**config.mk**
```make
export PLATFORM = sky130hd
export DESIGN_NAME = sbox_share_sequencer
export DESIGN_NICKNAME = d
export VERILOG_FILES = /design/src/rtl/sbox_share_sequencer.sv
export SDC_FILE = /design/constraint.sdc
export NUM_CORES = 1
export LEC_CHECK = 0
export CAP_MARGIN = 15
export CORE_MARGIN = 2
export CORE_UTILIZATION = 52
export CTS_CLUSTER_DIAMETER = 100
export DETAILED_ROUTE_END_ITERATION = 12
export PLACE_DENSITY_LB_ADDON = 0.2
export REMOVE_ABC_BUFFERS = 1
export SLEW_MARGIN = 20
export SYNTH_ARGS = -nofsm -noshare
export SYNTH_HDL_FRONTEND = slang
export SYNTH_SLANG_ARGS = --single-unit
```
**constraint.sdc**
```tcl
create_clock -name clk -period 4.3 [get_ports clk]
set_input_delay 0.43 -clock clk [delete_from_list [all_inputs] [get_ports clk]]
set_output_delay 0.43 -clock clk [all_outputs]
set_load 0.005 [all_outputs]
```
**src/rtl/sbox_share_sequencer.sv**
```systemverilog
// Issue/collect sequencer around the shared 3-share Midori64 S-box pipeline:
// serialises 16 nibbles per share into the chain and reassembles the results.
module sbox_share_sequencer #(
    parameter int unsigned SBOX_LAT = 2,
    parameter int unsigned NIB      = 16
) (
    input  logic         clk,
    input  logic         rst_n,
    input  logic         start,
    input  logic [191:0] state_in,
    output logic         busy,
    output logic         done,
    output logic [11:0]  sbox_in,
    input  logic [11:0]  sbox_out,
    output logic [191:0] state_out
);

    typedef enum logic [1:0] {
        IDLE,
        RUN,
        DONE
    } state_t;

    localparam logic [4:0] NIB_C  = 5'(NIB);
    localparam logic [4:0] LAST_C = 5'(NIB - 1);

    state_t            state_q;
    logic [191:0]      buf_q;
    logic [191:0]      state_out_q;
    logic [4:0]        issue_cnt_q;
    logic [4:0]        coll_cnt_q;
    logic [SBOX_LAT:0] vld_q;
    logic              busy_q;
    logic              done_q;
    logic [11:0]       sbox_in_q;

    logic              issue_en_d;
    logic              capture_d;
    logic              last_capture_d;
    logic [11:0]       first_nib_d;
    logic [11:0]       next_nib_d;
    logic [7:0]        cap_base_d;

    function automatic logic [11:0] lane_nib(input logic [191:0] st, input logic [3:0] k);
        logic [7:0] base;
        base = {2'b00, k, 2'b00};
        return {st[128 + base +: 4], st[64 + base +: 4], st[base +: 4]};
    endfunction

    assign first_nib_d    = lane_nib(state_in, 4'd0);
    assign next_nib_d     = lane_nib(buf_q, issue_cnt_q[3:0]);
    assign issue_en_d     = (issue_cnt_q < NIB_C);
    assign capture_d      = vld_q[SBOX_LAT] && (coll_cnt_q < NIB_C);
    assign last_capture_d = capture_d && (coll_cnt_q == LAST_C);
    assign cap_base_d     = {2'b00, coll_cnt_q[3:0], 2'b00};

    always_ff @(posedge clk or negedge rst_n) begin
        if (!rst_n) begin
            state_q     <= IDLE;
            buf_q       <= '0;
            state_out_q <= '0;
            issue_cnt_q <= '0;
            coll_cnt_q  <= '0;
            vld_q       <= '0;
            busy_q      <= 1'b0;
            done_q      <= 1'b0;
            sbox_in_q   <= '0;
        end else begin
            done_q <= 1'b0;
            case (state_q)
                IDLE, DONE: begin
                    if (start) begin
                        // Nibble 0 goes out straight from state_in at the accepting
                        // edge, so the issue counter starts at one nibble already sent.
                        buf_q       <= state_in;
                        sbox_in_q   <= first_nib_d;
                        issue_cnt_q <= 5'd1;
                        coll_cnt_q  <= '0;
                        vld_q       <= {{SBOX_LAT{1'b0}}, 1'b1};
                        busy_q      <= 1'b1;
                        state_q     <= RUN;
                    end else begin
                        sbox_in_q   <= '0;
                        vld_q       <= '0;
                        busy_q      <= 1'b0;
                        state_q     <= IDLE;
                    end
                end

                RUN: begin
                    vld_q <= {vld_q[SBOX_LAT-1:0], issue_en_d};
                    if (issue_en_d) begin
                        sbox_in_q   <= next_nib_d;
                        issue_cnt_q <= issue_cnt_q + 5'd1;
                    end else begin
                        sbox_in_q   <= '0;
                    end

                    if (capture_d) begin
                        for (int unsigned s = 0; s < 3; s++) begin
                            state_out_q[s*64 + cap_base_d +: 4] <= sbox_out[s*4 +: 4];
                        end
                        coll_cnt_q <= coll_cnt_q + 5'd1;
                    end

                    if (last_capture_d) begin
                        busy_q  <= 1'b0;
                        done_q  <= 1'b1;
                        state_q <= DONE;
                    end
                end

                default: begin
                    sbox_in_q <= '0;
                    vld_q     <= '0;
                    busy_q    <= 1'b0;
                    state_q   <= IDLE;
                end
            endcase
        end
    end

    assign busy      = busy_q;
    assign done      = done_q;
    assign sbox_in   = sbox_in_q;
    assign state_out = state_out_q;

endmodule

```
==> results of run 1 <==
## power groups by stage
stage / sequential (mW) / clock (mW) / combinational, mW
after floorplan: 6.01 / 0 / 4.41
after global placement: 6.15 / 0 / 7.31
after detailed placement: 6.23 / 0 / 7.47
after CTS: 6.19 / 4.10 / 7.53
after global routing: 6.36 / 4.25 / 8.20
final: 6.20 / 4.05 / 7.66
## flip-flops by register name, indices dropped and copies added (netlist names)
name         cells
sbox_in         12
vld_q            3
coll_cnt_q       5
done             1
state_q          2
state_out      192
issue_cnt_q      5
buf_q          192
## cells in the final DEF, fill, tap and decap left out, types with 11 or more instances in the layout
master           synthesis  routed
a21oi_1                 20      20
a22o_1                  33      33
a22oi_1                 17      17
a31oi_1                 11      11
and2_1                  12      12
and3_1                  16      16
buf_4                    1      28
clkbuf_16                0      44
clkdlybuf4s50_1          0     411
dfrtp_1                412     410
inv_1                   33      33
mux2_2                  99      99
mux2i_1                 15      15
mux4_2                  48      48
nand2_1                647     647
nand2b_1                17      16
nand3_1                 51      51
nand4_1                 23      23
nor2_1                  76      76
nor2b_1                 13      12
nor3_1                  23      22
nor4_1                  29      28
o211ai_1                12      12
o21ai_0                 27      27
o22ai_1                 32      32
o2bb2ai_1               40      40
o32ai_1                 19      19
## area by class of cell
| type | count | area share (%) |
|---|---|---|
| Antenna cell | 3 | 0.0287 |
| Clock inverter | 23 | 1.21 |
| Multi-Input combinational cell | 1428 | 34.5 |
| Inverter | 34 | 0.487 |
| Timing Repair Buffer | 449 | 17.2 |
| Tap cell | 511 | 2.44 |
| Sequential cell | 412 | 39.4 |
| Clock buffer | 58 | 4.71 |
## logic make-up after synthesis
family	synth area share, %
buffers and inverters	3.77
AO/OA/AOI/OAI	10.7
multiplexers	11.7
AND/OR/NAND/NOR	21.7
XOR/XNOR	0.0873
flip-flops	51.4
adder cells (fa/ha/maj)	0.624
## metrics by stage
stage,worst slack (ns),hold WS [ns],area [um^2]
detailed placement,0.956,0.434,24600
finish,0.802,0.358,26200
global route,0.554,0.360,26200
floorplan,-3.41,0.134,19400
CTS,0.916,0.329,26200
global placement,1.09,0.430,24600
## how the worst min path moves through the flow
stage                                  to  cells past startpoint  slack [ns]          startpoint
global placement       vld_q[2]$_DFF_PN0_                      1        0.43  vld_q[1]$_DFF_PN0_
CTS                 buf_q[83]$_DFFE_PN0P_                      3        0.33        state_in[83]
global route        buf_q[57]$_DFFE_PN0P_                      3        0.36        state_in[57]
finish              buf_q[83]$_DFFE_PN0P_                      3        0.36        state_in[83]
floorplan            buf_q[0]$_DFFE_PN0P_                      0        0.13               rst_n
detailed placement     vld_q[1]$_DFF_PN0_                      1        0.43  vld_q[0]$_DFF_PN0_
## worst min-delay path, delay by kind of cell
family	cells	cell delay [ns]
AND/OR/NAND/NOR	2	0.09
buffers and inverters	1	0.39
## layer usage
layer	vias up	track usage [%]	share of wire [%]
met5	-	0	0.058
met4	6	18.7	5.9
met3	250	6.98	8.8
met2	934	53.3	48
met1	8643	39.1	37
li1	7828	-	-
==> results.yml, run 1 <==
logic_synthesis:
  synthTopCellsByCount: "nand2_1, dfrtp_1, clkbuf_1, mux2_2, nor2_1"
  async_reset_ff_share_pct: 100
  synth_top_area_share_pct: 51.4
  ys.flop_type: "dfrtp_1"
  synth.distinct_cells: 79
  syn_area_um2: 20100
  yosys_warnings: 0
  yosys.area.top_type: "dfrtp_1"
  yosysMostFrequentCell: "nand2_1"
  yosys_register_bits: 412
  synth.avg_cell_area_um2: 9.92
  synth.area.top_cells: "dfrtp_1, nand2_1, mux2_2"
  synth_cells: 2022
  ys_seq_area_share_pct: 51.4
  synth_edf_count: 0
placement:
  port_buffers: 412
  hpwl_um: 45500
  gp_congestion: 0.971
  dp_cells: 2833
layout:
  fin_nets: 2586
  multi_input_area_um2: 9030
  fillCellCount: 2894
  instances_no_fill: 2918
  regArea_um2: 10300
  final_util_pct: 69.2
  area_growth_pct: 30.5
  layout-drive-gt1-share_pct: 12.4
die:
  die_y_um: 200
  dieArea_um2: 40200
  rows: 71
  boundaryPins: 413
  initial_utilization_pct: 53.0
  dieWidth_um: 200
  core_um2: 37800
status:
  status: "finished, final reports clean"
detailed_routing:
  remaining_drc_errors: 0
  wl_per_cell_um: 22.3
  wl_um: 65100
  firstDrtPassIters: 6
  vias: 17661
  drtIter0Drc: 1449
  via_per_inst: 6.05
  ant_nets: 0
cts:
  cts_num_sinks: 412
  clk_pin_slew_ns: 0.06
  post_cts_buffers: 0
  cts_tree: "yes"
  clk_latency_ns: 0.59
  cts_buffer_depth: 3
  cts_resized: 0
  cts_buffers: 44
  root_buffer: "clkbuf_16"
  h-tree-depth: 2
  ctsHoldBuffers: 1
sta:
  worstMarginPinSlew_ns: 1.06
  max_slew_margin_pct: 29.1
  clock.fmax_ghz: 0.286
  setup_viol: 0
  skew_ns: 0.0190
  period_needed_ns: 3.50
  tns_ns: 0
  maxSlewViolCount: 0
  finalHoldViolCount: 0
  rsz0062_at_grt: "no"
  period_share_pct: 81.4
setup_path:
  path_cells: "or2_2, nor2_1, ha_1, buf_4, nand4bb_1, buf_4, o22ai_1, a22oi_1, o32ai_1"
  startpoint_type: "flip-flop"
  worstSetupStartpoint: "coll_cnt_q[1]$_DFFE_PN0P_"
  max_stage_delay_ns: 0.54
  r2r_slack_ns: 0.80
  critPathCapture: "state_out[27]$_DFFE_PN0P_"
  worst-path-buf-inv: 2
  r2r_start: "coll_cnt_q[1]$_DFFE_PN0P_"
  cp_max_fo: 28
  crit_type: "flip-flop to flip-flop"
  cp-end-kind: "flip-flop"
  reg2reg_depth: 9
  critPathRequiredTime_ns: 4.78
  cpMaxStageDelayCell: "ha_1"
  cp_num_cells: 9
  arrival_ns: 3.98
  crit_path_frequent_cell: "buf_4"
  r2r-end: "state_out[27]$_DFFE_PN0P_"
  path_delay_family: "simple AND/OR/NAND/NOR gates"
power_and_ir_drop:
  p_sw_mw: 7.11
  power.total_mw: 17.9
  power_frac_comb_pct: 42.8
  switching_share_pct: 39.7
  power_density_nw_per_um2: 684
  power_leakage_nw: 11.6
  clkPwrFrac_pct: 22.6
  vdd_drop_max_mv: 0.542
  p_int_mw: 10.8
  p_seq_share_pct: 34.6
global_route:
  grt_start_max_net_pins: 123
  grt_pass1_wl_um: 101000
  grt_pass1_vias: 18016
  grt_antenna_before_repair: 6
  track_usage_pct: 32.2
  overflow: 0
hold_path:
  hold_path_class: "input pin to flip-flop"
flow_run:
  cap_viol_max_count: 0
No activity file was read; power rests on OpenSTA's default activity.
==> run 2, diff against run 1 <==
- CORE_UTILIZATION: 52 -> 47
- clock period: 4.3 -> 3 ns (I/O delays scaled with it)
==> run 2 against run 1 <==
Power is 49% higher. Worst setup slack worse by 0.66 ns. Global-route usage is 0.97 points lower. Register-to-register slack worse by 0.66 ns. Non-clock buffer count is 78 higher. Flip-flop and latch count stayed put. Worst hold slack worse by 0.10 ns. Largest cell class unchanged. Via count is 0.36% lower. Clock skew is 0.0048 ns higher. Design area is 2.4% higher. Sequential power is 40% higher.
==> results.yml, run 2 (same netlist as run 1, synthesis figures left out) <==
status:
  status: "finished, final reports clean"
power_and_ir_drop:
  p_sw_mw: 10.5
  power_density_nw_per_um2: 994
  power_leakage_nw: 12.0
  vdd_drop_max_mv: 0.563
  switching_share_pct: 39.3
  p_int_mw: 16.2
  clkPwrFrac_pct: 21.3
  power_frac_comb_pct: 46.1
  p_seq_share_pct: 32.6
global_route:
  overflow: 0
  grt_antenna_before_repair: 6
  track_usage_pct: 31.2
  grt_pass1_wl_um: 106000
  grt_pass1_vias: 18188
  grt_start_max_net_pins: 138
sta:
  setup_viol: 0
  worstMarginPinSlew_ns: 0.845
  period_needed_ns: 2.86
  clock.fmax_ghz: 0.350
  maxSlewViolCount: 0
  whs_ns: 0.253
  rsz0062_at_grt: "no"
  skew_ns: 0.0237
  finalHoldViolCount: 0
  max_slew_margin_pct: 43.4
  period_share_pct: 95.3
layout:
  fillCellCount: 3452
  multi_input_area_um2: 9040
  final_util_pct: 63.8
  final_cell_mix: "nand2_1, clkdlybuf4s50_1, dfrtp_1"
  area_growth_pct: 33.6
  diodes: 0
  layout-drive-gt1-share_pct: 15.0
  regArea_um2: 10300
  layout_commonest_cell: "nand2_1"
  final_area_um2: 26800
  fin_nets: 2664
cts:
  cts_buffer_depth: 3
  post_cts_buffers: 0
  clk_latency_ns: 0.58
  cts_tree: "yes"
  cts_buffers: 44
  h-tree-depth: 2
  root_buffer: "clkbuf_16"
  cts_num_sinks: 412
  clk_pin_slew_ns: 0.07
detailed_routing:
  drtIter0Drc: 1406
  wl_per_cell_um: 22.9
  remaining_drc_errors: 0
  firstDrtPassIters: 6
  via_per_inst: 5.84
  ant_nets: 0
  wl_um: 68900
  vias: 17597
setup_path:
  cp-end-kind: "flip-flop"
  arrival_ns: 3.34
  cp_max_fo: 8
  critPathRequiredTime_ns: 3.49
  crit_type: "flip-flop to flip-flop"
  startpoint_type: "flip-flop"
placement:
  gp_congestion: 0.945
  port_buffers: 412
  placed_cell_area_um2: 25300
  hpwl_um: 50000
die:
  dieWidth_um: 211
  rows: 75
  core_um2: 42000
  boundaryPins: 413
  initial_utilization_pct: 47.7
  die_y_um: 211
  dieArea_um2: 44300
hold_path:
  hold_path_class: "input pin to flip-flop"
flow_run:
  cap_viol_max_count: 0
## run 2: cell types whose count changed in the layout (fill, tap and decap cells not counted), moves of 2 or more
cell	previous run	this run
buf_4	28	101
clkbuf_8	8	14
buf_12	8	13
clkinv_2	10	6
clkbuf_1	6	3
diode_2	3	0
bufinv_16	6	4
clkinv_4	2	0
clkinv_8	2	0
## run 2: what timing repair did
action	CTS	global route
resized for setup	0	1
hold buffers	1	0
setup endpoints to repair	0	1
endpoints found under the hold margin	84	0
## run 2: layout make-up
cell class	instances	share of cell area, %
repair buffers	527	19.2
clock inverters	12	0.616
flip-flops and latches	412	38.5
well taps	539	2.52
clock buffers	62	4.96
multi-input cells	1428	33.7
inverters	34	0.476
## run 2: power by group through the flow
stage	clock, mW	sequential (mW)	combinational [mW]
6_report	5.68	8.69	12.3
5_1_grt	5.99	8.92	13.2
4_1_cts	5.77	8.69	12.1
3_5_place_dp	0	8.76	12.1
3_3_place_gp	0	8.68	11.9
2_1_floorplan	0	8.61	6.32
## run 2: worst paths after layout
kind                                      startpoint                    endpoint  slack [ns]  depth (start not counted)
max reg2reg                coll_cnt_q[1]$_DFFE_PN0P_   state_out[41]$_DFFE_PN0P_        0.14                          8
min                                    state_in[106]      buf_q[106]$_DFFE_PN0P_        0.25                          3
max                        coll_cnt_q[1]$_DFFE_PN0P_   state_out[41]$_DFFE_PN0P_        0.14                          8
max in group asynchronous                      rst_n  state_out[170]$_DFFE_PN0P_        1.78                          3
min in group asynchronous                      rst_n  state_out[133]$_DFFE_PN0P_        0.35                          2
min reg2reg                       vld_q[1]$_DFF_PN0_          vld_q[2]$_DFF_PN0_        0.46                          1
## run 2: layer usage
metal | GRT usage [%] | routed length, um
met1 | 39.6 | 27000
met4 | 15.3 | 3370
met3 | 6.26 | 5280
met2 | 51.4 | 33200
met5 | 0 | 46
## run 2: metrics by stage
stage / power (mW) / cells / worst slack (ns) / TNS (ns)
2_1_floorplan: 14.9 / 1874 / -4.71 / -1104.00
3_3_place_gp: 20.6 / 2939 / 0.222 / 0
3_5_place_dp: 20.8 / 2939 / 0.205 / 0
4_1_cts: 26.6 / 3014 / 0.170 / 0
5_1_grt: 28.1 / 3014 / 0.0122 / 0
6_report: 26.6 / 3014 / 0.142 / 0
## run 2: critical path, cell delays in order (launching register included)
cell     delay [ns]
dfrtp_1        0.42
or2_2          0.37
nor2_1         0.11
ha_1           0.31
or4b_2         0.79
buf_4          0.23
o22ai_1        0.15
a22oi_1        0.12
o31ai_1        0.27
==> edit (settings of run 2) <==
The parameter `SBOX_LAT` goes from 2 to 4.
--- a/src/rtl/sbox_share_sequencer.sv
+++ b/src/rtl/sbox_share_sequencer.sv
@@ -3,3 +3,3 @@
 module sbox_share_sequencer #(
-    parameter int unsigned SBOX_LAT = 2,
+    parameter int unsigned SBOX_LAT = 4,
     parameter int unsigned NIB      = 16
Formal check against the unedited RTL: no difference found for any inputs over 4 cycles, from zero or initial values and one cycle with rst_n low; that may be too few to reach the edited logic, so the function may still have changed.
==> edit against run 2 <==
Routed wire length down 2.8%; worst setup slack worse by 19 ps; sequential cell count rose by 2; utilization is 0.30 points lower; first-iteration DRC count rose by 7.7%; area after synthesis rose by 0.54%; cell area fell by 0.25%; critical endpoint is now state_out[64]; sequential share of layout area increased by 0.28 points.
Power is not compared: it rests on default switching activity, and its combinational part moved more than twofold at a synthesized area within 25%.
==> edit: results (changes against run 2) <==
Layout
  – Final net count: 2653 (-0.41%)
  – Share of post-route cells with drive strength above 1: 13.8% (-1.2 points)
  – Filler Cell Count: 3403 (-1.4%)
  – Fin util: 63.5% (-0.30 points)
  – Final Non-Filler Cells: 3005 (-0.30%)

Synth
  – Post-Synth XOR/XNOR Area: 0.0869% (-0.00047 points)
  – Synth Area in Adders: 0.620% (-0.0034 points)
  – Distinct cells, synth: 81 (+2.5%)
  – Multiplexer share of the synthesized area: 10.9% (-0.78 points)
  – Synth top cells by count: nand2_1 (652), dfrtp_1 (414), clkbuf_1 (119)
  – Seq/Total Area, Yosys: 51.4% (about the same)
  – Syn Area/Cell: 9.95 µm² (+0.34%)
  – Compound-gate portion of the synthesized area: 12.2% (+1.5 points)
  – Synth top area cells: dfrtp_1 (51%), nand2_1 (12%), mux4_2 (5.4%)

Min path
  – Worst hold path startpoint: state_in[106]

Clock network
  – Clock latency on the worst-skew pair: 580 ps (about the same)
  – CTS root buffer: clkbuf_16
  – Hold_buf cts: 1 (unchanged)

STA
  – Hold Slack: 252 ps (-0.644 ps)
  – F_max: 0.348 GHz (-0.65%)
  – Slew @ Worst Pin: 1080 ps (+232 ps)
  – Clk_skew: 13.1 ps (-10.7 ps)

Outcome
  – Status: finished, final reports clean

Placement
  – Detailed placement HPWL: 47.8 mm (-4.4%)
  – Post-placement cell area: 0.0253 mm² (about the same)
  – Worst slack, placed: 133 ps (-71.9 ps)
  – Placed insts: 2928 (-0.37%)
  – GP Congestion: 0.944 (about the same)

Global routing
  – Initial antenna violation count: 3 (-3)
  – Vias in the first global route: 17801 (-2.1%)
  – First-pass GRT wire length: 103 mm (-3.6%)
  – Global-route usage over all layers: 29.9% (-1.3 points)
  – Largest net degree at the start of global routing: 143 (+3.6%)

Worst setup path
  – Critical Path AT: 3360 ps (+20 ps)
  – Critical Path Max Stage Delay: 570 ps (-220 ps)
  – Critical path peak fanout: 29 (+21)
  – Crit-path slowest cell: or4_1
  – Reg-to-reg setup timing slack: 120 ps (-20 ps)
  – R2R depth: 7 (-1)
  – Worst r2r dst: state_out[64]

Drt
  – Vias per cell: 5.89 (+0.87%)
  – Iteration-0 DRC count of the detailed router: 1514 (+7.7%)
## edit: cell types whose count changed in the layout (fill, tap and decap cells not counted), sizes merged, moves of 13 or more
cell,run 2,this run
and2,14,30
a22oi,17,41
nand4,23,10
mux2,99,80
nor4,30,5
o2bb2ai,40,23
o31ai,5,55
nor2,77,64
## edit: routing by layer
metal  wire length [µm]  up-vias  track usage [%]  part of all wire, %
met5                 33        -                0                0.049
met4               2760        4             12.5                  4.1
met3               4750      193             4.40                  7.1
met2              32200      839             49.0                   48
met1              27200     8697             40.0                   41
li1                   -     7964                -                    -
## edit: final cells by class
type,instances,share of cell area (%)
clock buffer,71,5.14
multi-input combinational,1432,34.1
inverter,29,0.407
clock inverter,4,0.168
tap,539,2.52
sequential,414,38.8
antenna,1,0.00936
timing repair buffer,515,18.9
## edit: where the power goes
part | internal [mW] | switching, mW
Sequential | 5.84 | 0.294
Combinational | 1.17 | 1.00
Clock | 3.19 | 2.22
Total | 10.2 | 3.51
